### src/rtl/lc3b_mem_ctrl.sv
// rtl/lc3b_mem_ctrl.sv - multi-cycle MAR/MDR memory access unit with byte-lane steering
module lc3b_mem_ctrl #(
  parameter int LATENCY = 4,
  parameter int ADDR_W  = 16,
  parameter int DATA_W  = 16
) (
  input  logic              clk,
  input  logic              reset,
  input  logic              req,
  input  logic              we,
  input  logic              size,
  input  logic [ADDR_W-1:0] addr,
  input  logic [DATA_W-1:0] wdata,
  output logic [DATA_W-1:0] rdata,
  output logic              ready,
  output logic              unaligned,
  output logic              mem_cs,
  output logic              mem_we,
  output logic [ADDR_W-2:0] mem_addr,
  output logic [1:0]        mem_be,
  output logic [DATA_W-1:0] mem_wdata,
  input  logic [DATA_W-1:0] mem_rdata
);

  localparam int CNT_W = (LATENCY > 1) ? $clog2(LATENCY) : 1;
  localparam logic [CNT_W-1:0] CNT_LOAD = CNT_W'(LATENCY - 1);

  typedef enum logic [1:0] {
    S_IDLE,
    S_WAIT,
    S_DONE
  } state_t;

  state_t            state, state_nxt;
  logic [CNT_W-1:0]  cnt, cnt_nxt;

  logic [ADDR_W-1:0] lat_addr;
  logic [DATA_W-1:0] lat_wdata;
  logic              lat_we;
  logic              lat_size;
  logic              lat_unal;
  logic [DATA_W-1:0] rdata_q;

  logic              req_unal;
  logic              accept;
  logic              last_wait;
  logic [1:0]        lane_be;
  logic [DATA_W-1:0] lane_wdata;
  logic [DATA_W-1:0] lane_rdata;

  assign req_unal  = size & addr[0];
  assign accept    = (state == S_IDLE) && req;
  assign last_wait = (state == S_WAIT) && (cnt == '0);

  // Little-endian lanes: addr[0]=0 selects the low byte.
  always_comb begin
    lane_be    = 2'b11;
    lane_wdata = lat_wdata;
    lane_rdata = mem_rdata;
    if (!lat_size) begin
      lane_be    = lat_addr[0] ? 2'b10 : 2'b01;
      lane_wdata = {lat_wdata[7:0], lat_wdata[7:0]};
      lane_rdata = {8'h00, lat_addr[0] ? mem_rdata[15:8] : mem_rdata[7:0]};
    end
  end

  always_ff @(posedge clk) begin
    if (reset) begin
      state <= S_IDLE;
      cnt   <= '0;
    end else begin
      state <= state_nxt;
      cnt   <= cnt_nxt;
    end
  end

  // Outputs decode from state so a reset clears every RAM strobe the next cycle.
  always_comb begin
    state_nxt = state;
    cnt_nxt   = cnt;
    mem_cs    = 1'b0;
    mem_we    = 1'b0;
    mem_addr  = '0;
    mem_be    = 2'b00;
    mem_wdata = '0;
    ready     = 1'b0;
    unaligned = 1'b0;
    case (state)
      S_IDLE: begin
        if (req) begin
          if (req_unal) begin
            state_nxt = S_DONE;
          end else begin
            state_nxt = S_WAIT;
            cnt_nxt   = CNT_LOAD;
          end
        end
      end
      S_WAIT: begin
        mem_cs    = 1'b1;
        mem_we    = lat_we && (cnt == '0);
        mem_addr  = lat_addr[ADDR_W-1:1];
        mem_be    = lane_be;
        mem_wdata = lane_wdata;
        if (cnt == '0) begin
          state_nxt = S_DONE;
        end else begin
          cnt_nxt = cnt - 1'b1;
        end
      end
      S_DONE: begin
        ready     = 1'b1;
        unaligned = lat_unal;
        state_nxt = S_IDLE;
      end
      default: state_nxt = S_IDLE;
    endcase
  end

  always_ff @(posedge clk) begin
    if (reset) begin
      lat_addr  <= '0;
      lat_wdata <= '0;
      lat_we    <= 1'b0;
      lat_size  <= 1'b0;
      lat_unal  <= 1'b0;
    end else if (accept) begin
      lat_addr  <= addr;
      lat_wdata <= wdata;
      lat_we    <= we;
      lat_size  <= size;
      lat_unal  <= req_unal;
    end
  end

  // rdata only moves when a read finishes; writes and unaligned accesses leave it alone.
  always_ff @(posedge clk) begin
    if (reset) begin
      rdata_q <= '0;
    end else if (last_wait && !lat_we) begin
      rdata_q <= lane_rdata;
    end
  end

  assign rdata = rdata_q;

endmodule

### config.mk
export PLATFORM = sky130hd
export DESIGN_NAME = lc3b_mem_ctrl
export DESIGN_NICKNAME = d
export VERILOG_FILES = /design/src/rtl/lc3b_mem_ctrl.sv
export SDC_FILE = /design/constraint.sdc
export NUM_CORES = 1
export LEC_CHECK = 0
export CAP_MARGIN = 30
export CORE_ASPECT_RATIO = 2
export CORE_MARGIN = 2
export CORE_UTILIZATION = 30
export DETAILED_ROUTE_END_ITERATION = 7
export RECOVER_POWER = 100
export SLEW_MARGIN = 30
export SYNTH_ARGS = -nofsm -noshare
export SYNTH_HDL_FRONTEND = slang
export SYNTH_SLANG_ARGS = --single-unit
export TNS_END_PERCENT = 50
### constraint.sdc
create_clock -name clk -period 2.4 [get_ports clk]
set_input_delay 0.24 -clock clk [delete_from_list [all_inputs] [get_ports clk]]
set_output_delay 0.24 -clock clk [all_outputs]
set_load 0.01 [all_outputs]
==> results.txt, run 1 <==
- Clock period minus final worst setup slack: about 2.3 ns
* Post-synthesis net count: ~360
- H-tree lvl count: 2
- The critical path contains buffers and inverters numbering 2 combined.
* Input/output buffers: around 110
* Final hold viol count: 0
- Post-route standard cell area excluding fillers: 3649 um^2
- Area after DPL: between 3000 and 4000 um^2
- In this run the worst hold path is classified as flip-flop to flip-flop.
- Met2 track utilization from global routing: between 20% and 30%
- TritonCTS built the clock tree.
* Share of the synthesized area in the top cell type: 43.65%
- Worst ir drop on vdd: 0.3333 mV
- For the worst setup path, the data arrival time is between 2 and 2.5 ns.
* Clock tree buffer depth: 2
* Kind of cell with the highest combined delay on the critical path: buffers and inverters
- Number of top-level pins: roughly 110
* Clock insertion delay at the later pin of the skew report: around 0.29 ns
* Relative area change from synthesis to final layout: 44.64%
- After synthesis the netlist holds a flip-flop and latch count of 55.
- Die X: 68.84 um
* Antenna violations before repair: 0
* End of the worst register-to-register path: rdata[9]
- Once placement completed, the tool counted placed cells totaling 488.
* Max-capacitance violation count: 0
- Counting instances, the worst hold path has a depth of 2.
- The congestion estimate from routability-driven global placement came to ~0.74.
- Remaining global-route overflow: 0
- Initial Utilization: 30.64%
- For this run, the slowest stage of the critical path takes roughly 0.6 ns.
- Cell Count, Final, Fillers Out: around 500
- Vias in the first global route: between 2,000 and 2,500
- After detailed routing, the number of remaining DRC violations is 0.
- In this run the most used layer during global routing was met2.
- Total number of yosys warnings: 0
* Post-route antenna net violation count: 0
- Timing would allow up to roughly 440 MHz.
- Clock transition time at the flip-flop clock pins of the worst setup and hold paths: approximately 0.070 ns
- The routed design has ~6800 um of wire.
- Power per standard cell area: 581.4 nW/um^2
- In this run the worst setup path terminates at mem_wdata[5].
* Headroom to the max-slew limit: 31.20%
- Setup repair after global routing missed its margin: no
- Measured on the finished design, the core utilization comes to approximately 44%.
- After layout, the worst path uses ~94% of the clock period.
- Post-synthesis average cell area: ~8.4 um^2
- The root buffer cell chosen for the clock tree is sky130_fd_sc_hd__clkbuf_16.
* Number of inserted filler cells in the final layout: 858
* Wire length of the first global-routing pass: approximately 11,000 um
- In this run the worst path has a maximum fanout of 26.
- For this run, the detailed router's first-pass iteration total came to 4.
- # clock sinks: 55
* Die ar.: a little over 9000 um^2
- Share of layout cells above drive strength 1: slightly above 5%
- By startpoint and endpoint, the worst setup path is classified as flip-flop to output pin.
- GRT met1 Usage: 16.44%
- Count of cell instances traversed by the critical path: 4
- In this run, CTS created clock tree buffers numbering 5.
- The slowest stage of the critical path is the sky130_fd_sc_hd__dlygate4sd3_1 cell.
- In this run the static leakage power is between 1 and 1.5 nW.
- Cell types occupying the most area after synthesis: sky130_fd_sc_hd__dfxtp_1, sky130_fd_sc_hd__nand2_1, sky130_fd_sc_hd__a21oi_1
- The number of cells on the worst reg-to-reg path is 6.
- Final-report setup violation count: 0
- Clock Skew: about 0.0044 ns
* Part of the Yosys area used for sequential elements: 43.65%
* Yosys cell types: 32
* Critical Path Source Type: flip-flop
- Cells along the critical path: nand2b_1 > clkinv_2 > and2_1 > dlygate4sd3_1
* Detailed-route via count: roughly 2,300
* Antenna diode count: 0
- Worst setup path startpoint: state[0]
* Setup crit end kind: output pin
- Detail-routed net length per standard cell: 13.81 um
- The core region is 8233 um^2.
- Detailed Route Iter0 Violations: 94
- The worst register-to-register path has a setup slack of about 0.35 ns.
* Mapped Area: approximately 2500 um^2
* Largest net degree at the start of global routing: 42
* Launch instance of the worst register-to-register path: cnt[0]
- Total Neg Setup Slack: 0 ns
- Post-Synthesis Cells: between 300 and 400
- Count of pins over their slew limit: 0
* HPWL Detailed: 5053 um
- For the pin with the worst max-slew slack, the measured transition is roughly 1.0 ns.
- DR vias/cell: between 4 and 5
* Run status: finished, final reports clean
- For met3 alone, demand over resource in global routing was roughly 3.2%.
- Cell type with the largest total area after synthesis: sky130_fd_sc_hd__dfxtp_1
- Row generation in the floorplan step produced 47 rows.
- Data on the critical path is required at its endpoint by 2.16 ns.
- For this run, the total global-route usage over all layers was measured as 15.60%.
* Final net count: ~450
* DIE HEIGHT: approximately 130 um
## tightest hold or removal path, cell delays in order (launching register included)
cell	delay [ns]
sky130_fd_sc_hd__dfxtp_1	0.31
sky130_fd_sc_hd__nand2_1	0.05
sky130_fd_sc_hd__a21oi_1	0.05
## report_power, final
group | internal [mW] | total (mW) | switching (mW) | leakage, nW
Clock | 0.381 | 0.699 | 0.318 | 0.0696
Sequential | 0.976 | 1.02 | 0.0393 | 0.450
Combinational | 0.205 | 0.406 | 0.202 | 0.959
Total | 1.56 | 2.12 | 0.559 | 1.48
## cells by family (layout without fill, tap and decap cells)
kind of cell             Yosys count  count (layout)  synth area share, %
AO/OA/AOI/OAI                     56              56                14.14
adder cells (fa/ha/maj)            1               1               0.4960
buffers and inverters             28             124                7.986
flip-flops                        55              55                43.65
AND/OR/NAND/NOR                  145             145                27.38
multiplexers                      16              16                6.349
## worst min-delay path by stage
| stage | startpoint | end | slack [ns] |
|---|---|---|---|
| final | rdata[15] | rdata[15] | 0.45 |
| after global routing | lat_unal | lat_unal | 0.47 |
| after CTS | lat_addr[1] | lat_addr[1] | 0.45 |
| after detailed placement | lat_addr[1] | lat_addr[1] | 0.44 |
| after global placement | lat_addr[1] | lat_addr[1] | 0.44 |
| after floorplan | addr[10] | lat_addr[10] | 0.38 |
## layout make-up
cell class / instances / area [um^2] / area share [%]
clock inverters: 2 / 13.76 / 0.3772
well taps: 98 / 122.6 / 3.361
flip-flops and latches: 55 / 1101 / 30.18
inverters: 3 / 12.51 / 0.3429
multi-input cells: 218 / 1174 / 32.17
clock buffers: 5 / 125.1 / 3.429
repair buffers: 114 / 1100 / 30.14
## cells in the mapped netlist
master                      number
sky130_fd_sc_hd__mux2i_1        16
sky130_fd_sc_hd__nor3b_4         1
sky130_fd_sc_hd__nor3_1          2
sky130_fd_sc_hd__nand2b_1        2
sky130_fd_sc_hd__and2_1         25
sky130_fd_sc_hd__and3_1          1
sky130_fd_sc_hd__buf_2           4
sky130_fd_sc_hd__inv_1           2
sky130_fd_sc_hd__nand3_1         7
sky130_fd_sc_hd__a21oi_2         2
sky130_fd_sc_hd__buf_4           4
sky130_fd_sc_hd__o21ai_0         1
sky130_fd_sc_hd__nand3_2         2
sky130_fd_sc_hd__nor2b_1         3
sky130_fd_sc_hd__nor2_1         18
sky130_fd_sc_hd__a211oi_1        2
sky130_fd_sc_hd__clkbuf_2        1
sky130_fd_sc_hd__or3b_1          1
sky130_fd_sc_hd__nand4bb_1       1
sky130_fd_sc_hd__buf_6          10
sky130_fd_sc_hd__and4bb_1        1
sky130_fd_sc_hd__a32oi_1         1
sky130_fd_sc_hd__inv_2           1
sky130_fd_sc_hd__nand2_1        78
sky130_fd_sc_hd__a211oi_2        8
sky130_fd_sc_hd__clkbuf_1        5
sky130_fd_sc_hd__buf_1           1
sky130_fd_sc_hd__ha_1            1
sky130_fd_sc_hd__or3_1           2
sky130_fd_sc_hd__nor3b_1         1
sky130_fd_sc_hd__dfxtp_1        55
sky130_fd_sc_hd__a21oi_1        42
## registers in the layout (all words and copies together), names as in the netlist
register	flops
lat_wdata	16
rdata	16
lat_size	1
state	2
lat_we	1
lat_unal	1
lat_addr	16
cnt	2
## placed cells by master (no fill, tap or decap), types with 3 or more instances in the layout
cell type                         instances
sky130_fd_sc_hd__buf_4                    5
sky130_fd_sc_hd__a211oi_1                 8
sky130_fd_sc_hd__clkbuf_16                5
sky130_fd_sc_hd__dlygate4sd3_1           41
sky130_fd_sc_hd__a21oi_1                 42
sky130_fd_sc_hd__clkdlybuf4s50_1         63
sky130_fd_sc_hd__and2_1                  23
sky130_fd_sc_hd__clkbuf_1                 3
sky130_fd_sc_hd__mux2i_1                 16
sky130_fd_sc_hd__nand2_1                 78
sky130_fd_sc_hd__nor2_1                  18
sky130_fd_sc_hd__dfxtp_1                 55
sky130_fd_sc_hd__nand3_1                  8
sky130_fd_sc_hd__nor2b_1                  3
## stage by stage
| step | hold WS [ns] | setup WS, ns | power (mW) |
|---|---|---|---|
| global route | 0.4719 | 0.03670 | 2.233 |
| finish | 0.4489 | 0.1489 | 2.121 |
| detailed placement | 0.4418 | 0.4234 | 1.476 |
| floorplan | 0.3760 | 1.025 | 1.297 |
| CTS | 0.4516 | 0.08193 | 2.185 |
| global placement | 0.4380 | 0.4649 | 1.469 |
## timing repair
| item | in CTS | in global routing |
|---|---|---|
| setup endpoints to repair | 0 | 1 |
| setup buffers | 0 | 0 |
| hold endpoints to repair | 0 | 0 |
| hold buffers | 0 | 0 |
| gates resized for setup | 0 | 1 |
## layer usage
layer / share of wire [%] / vias up
met5: 0 / -
met4: 3.0 / 0
met3: 5.7 / 11
met2: 54 / 69
met1: 37 / 1045
li1: - / 1180
No activity file was read; power rests on OpenSTA's default activity.
==> inputs of run 2 (changes only) <==
--- a/config.mk
+++ b/config.mk
@@ -10,7 +10,7 @@
 export CORE_MARGIN = 2
 export CORE_UTILIZATION = 30
 export DETAILED_ROUTE_END_ITERATION = 7
-export RECOVER_POWER = 100
+export RECOVER_POWER = 25
 export SLEW_MARGIN = 30
 export SYNTH_ARGS = -nofsm -noshare
 export SYNTH_HDL_FRONTEND = slang
==> constraint.sdc (replaced) <==
create_clock -name clk -period 2.9 [get_ports clk]
set_input_delay 0.29 -clock clk [delete_from_list [all_inputs] [get_ports clk]]
set_output_delay 0.29 -clock clk [all_outputs]
set_load 0.01 [all_outputs]
==> run 2 against run 1 <==
Effect of this change: the run now ends with max-capacitance violations, max-slew violations left; first-iteration DRC count rose by 11%; sequential cell count did not move; core utilization rose by 0.91 points; sequential power fell by 17%; routed wire length fell by 0.26%; highest routed layer unchanged.
==> results.txt, run 2 (same netlist as run 1, synthesis figures left out) <==
- The internal power contribution came to 1.415 mW (-9.5%).
* Relative area change from synthesis to final layout: 47.62%
- The critical path data arrival time is 2.25 ns (+0.24 ns).
* Placed cells: 486 (-0.41%)
- Detailed-route via count: 2,260 (-2.0%)
- Final weighted congestion in routability-driven placement: 0.7441 (+0.36%)
- Slew at the pin closest to its max-slew limit: 1.576 ns (+0.5434 ns)
* Switching pwr: 471.4 uW (-16%)
- The largest net degree at the start of global routing is 42 (unchanged).
- Fmax: between 300 and 400 MHz
- Antenna violations before repair: 0 (unchanged)
- Cts repair resizes: 0 (unchanged)
- The count of buffers inserted at the top-level ports is 105 (unchanged).
* Critical Path Slowest Stage Cell: sky130_fd_sc_hd__clkdlybuf4s50_1
- Worst-path fanout max: 26 (unchanged)
- Worst ir drop on vdd: 0.3075 mV (-7.7%)
- The number of DRC markers in iteration 0 is 104 (+11%).
- Antenna diode count: 0 (unchanged)
* Minimum setup slack in the final design: 0.3594 ns (+0.2105 ns)
- Number of buffers inserted by hold repair at cts: 0 (unchanged)
- HPWL Detailed: 4940 um (-2.2%)
* Leading cell type in the layout, fill and taps excluded: sky130_fd_sc_hd__clkdlybuf4s50_1
- The worst relative slew slack is -5.034% (-36 points).
- Power per standard cell area: 506.5 nW/um^2 (-13%)
- The mean number of vias per cell was 4.575 (-1.8%).
- The combinational power share is 18.5% (-0.7 points).
- Class of the tightest hold or removal check: flip-flop to flip-flop
- Sw Ratio: 24.99% (-1.4 points)
- Total Routed Length: 6818 um (-0.26%)
* Cells along the critical path: nand2b_1 > inv_2 > and3_1 > clkdlybuf4s50_1
* Initial Utilization: 30.64% (unchanged)
* Total global-route track usage: 15.45% (-0.15 points)
* Violated checks: max-capacitance violations, max-slew violations
- The leakage power of the design is 1.405 nW (-5.0%).
- CP required: 2.61 ns (+0.45 ns)
- The worst path in the final design needs a cycle of about 2.5 ns, including I/O delays and setup.
* Final hold viol count: 0 (unchanged)
- The clock share of power came to 36.8% (+3.8 points).
- Clock tree buffer depth: 2 (unchanged)
- Number of top-level pins: 106 (unchanged)
* # clock sinks: 55 (unchanged)
* Buffer count from post-CTS setup fixing: 0 (unchanged)
- Clock insertion delay at the later pin of the skew report: 0.29 ns (about the same)
- Grouping stages by cell kind, the critical path spends the most delay in buffers and inverters.
* Clock Skew: 0.007971 ns (+0.003557 ns)
- The total count of max-transition violations in the final report was 36 (+36).
* Final net count: 449 (-0.44%)
- Biggest cell delay along the critical path: 0.53 ns (-0.07 ns)
- Place WS: 0.6591 ns (+0.2357 ns)
- The clock-pin slew reported for the worst setup and hold paths after clock tree synthesis was 0.06 ns (about the same).
- The critical path is of the flip-flop to output pin type.
- The residual DRC count is 0 (unchanged).
- In the layout the commonest cells are sky130_fd_sc_hd__clkdlybuf4s50_1, sky130_fd_sc_hd__nand2_1, sky130_fd_sc_hd__dfxtp_1.
- Number of buffer and inverter instances along the worst setup path: 2 (unchanged)
* Max-capacitance violation count: 1 (+1)
- The setup violation total in the final timing report is 0 (unchanged).
* Share of layout cells above drive strength 1: 7.323% (+2.3 points)
- Detail-routed net length per standard cell: 13.80 um (about the same)
- Vias in the first global route: 2,166 (-5.2%)
- The die outline area came to 9202 um^2 (unchanged).
- The site row count is 47 (unchanged).
- Cell Count, Final, Fillers Out: 494 (-0.20%)
- Post-route antenna net violation count: 0 (unchanged)
- Post-route clock period utilization: 87.61%
- The tree is rooted in a sky130_fd_sc_hd__clkbuf_16.
* Remaining global-route overflow: 0 (unchanged)
- Run status: finished with violations
- The number of clock buffers inserted by TritonCTS came to 5 (unchanged).
- Clock tree from TritonCTS: built
- Post-Route Hold Slack: 0.4475 ns (-0.001420 ns)
- Setup repair after global routing missed its margin: no
- Total Neg Setup Slack: 0 ns (unchanged)
- Critical Path Source Type: flip-flop
- H-tree lvl count: 2 (unchanged)
- The core area is 8233 um^2 (unchanged).
* DIE HEIGHT: 133.7 um (unchanged)
- The worst setup path is captured at an output pin.
* Initial DRT Pass Iterations: 6 (+2)
* Sequential fraction of design power: 44.7% (-3.2 points)
- Wire length of the first global-routing pass: 10,680 um (-1.1%)
- The horizontal die dimension is 68.84 um (unchanged).
-- run 2: changes by cell type in the layout (fill, tap and decap cells not counted), sizes merged --
cell and delta:
buf +1, bufinv +1, clkinv -2, inv +1, dlygate4sd3 -30, clkdlybuf4s50 +30
clkbuf -2
-- run 2: layout make-up --
cell class | instances | area [um^2]
Fill cell | 842 | 4509
Multi-Input combinational cell | 218 | 1220
Sequential cell | 55 | 1101
Timing Repair Buffer | 112 | 1095
Clock buffer | 6 | 138.9
Tap cell | 98 | 122.6
Clock inverter | 2 | 35.03
Inverter | 3 | 11.26
-- run 2: layer usage --
| metal | vias to the layer above | wire length, um | GRT usage [%] |
|---|---|---|---|
| met3 | 9 | 301 | 2.280 |
| met1 | 1010 | 2589 | 17.50 |
| li1 | 1176 | - | - |
| met4 | 0 | 152 | 6.209 |
| met2 | 65 | 3775 | 27.56 |
| met5 | - | 0 | 0 |
-- run 2: final timing paths --
path                                 from        end  slack [ns]  depth (start not counted)
worst max-delay path             state[0]     mem_we        0.36                          4
worst min-delay path            rdata[10]  rdata[10]        0.45                          2
worst max register to register   state[0]   lat_unal        0.69                          4
worst min register to register  rdata[10]  rdata[10]        0.45                          2
-- run 2: metrics by stage --
stage | util [%] | cell area [um^2] | total power [mW]
6_report | 45.23 | 3724 | 1.886
5_1_grt | 45.23 | 3724 | 1.981
4_1_cts | 45.27 | 3727 | 1.919
3_5_place_dp | 43.16 | 3553 | 1.219
3_3_place_gp | 43.16 | 3553 | 1.215
2_1_floorplan | - | 2522 | 1.073
-- run 2: power by group through the flow --
stage	logic, mW	registers [mW]	clock network [mW]
6_report	0.348	0.843	0.694
5_1_grt	0.390	0.850	0.742
4_1_cts	0.359	0.844	0.716
3_5_place_dp	0.357	0.862	0
3_3_place_gp	0.354	0.861	0
2_1_floorplan	0.223	0.850	0
-- run 2: worst min-delay path: stages, from the launching register on --
cell                      delay (ns)
sky130_fd_sc_hd__dfxtp_1        0.31
sky130_fd_sc_hd__nand2_1        0.05
sky130_fd_sc_hd__a21oi_1        0.05
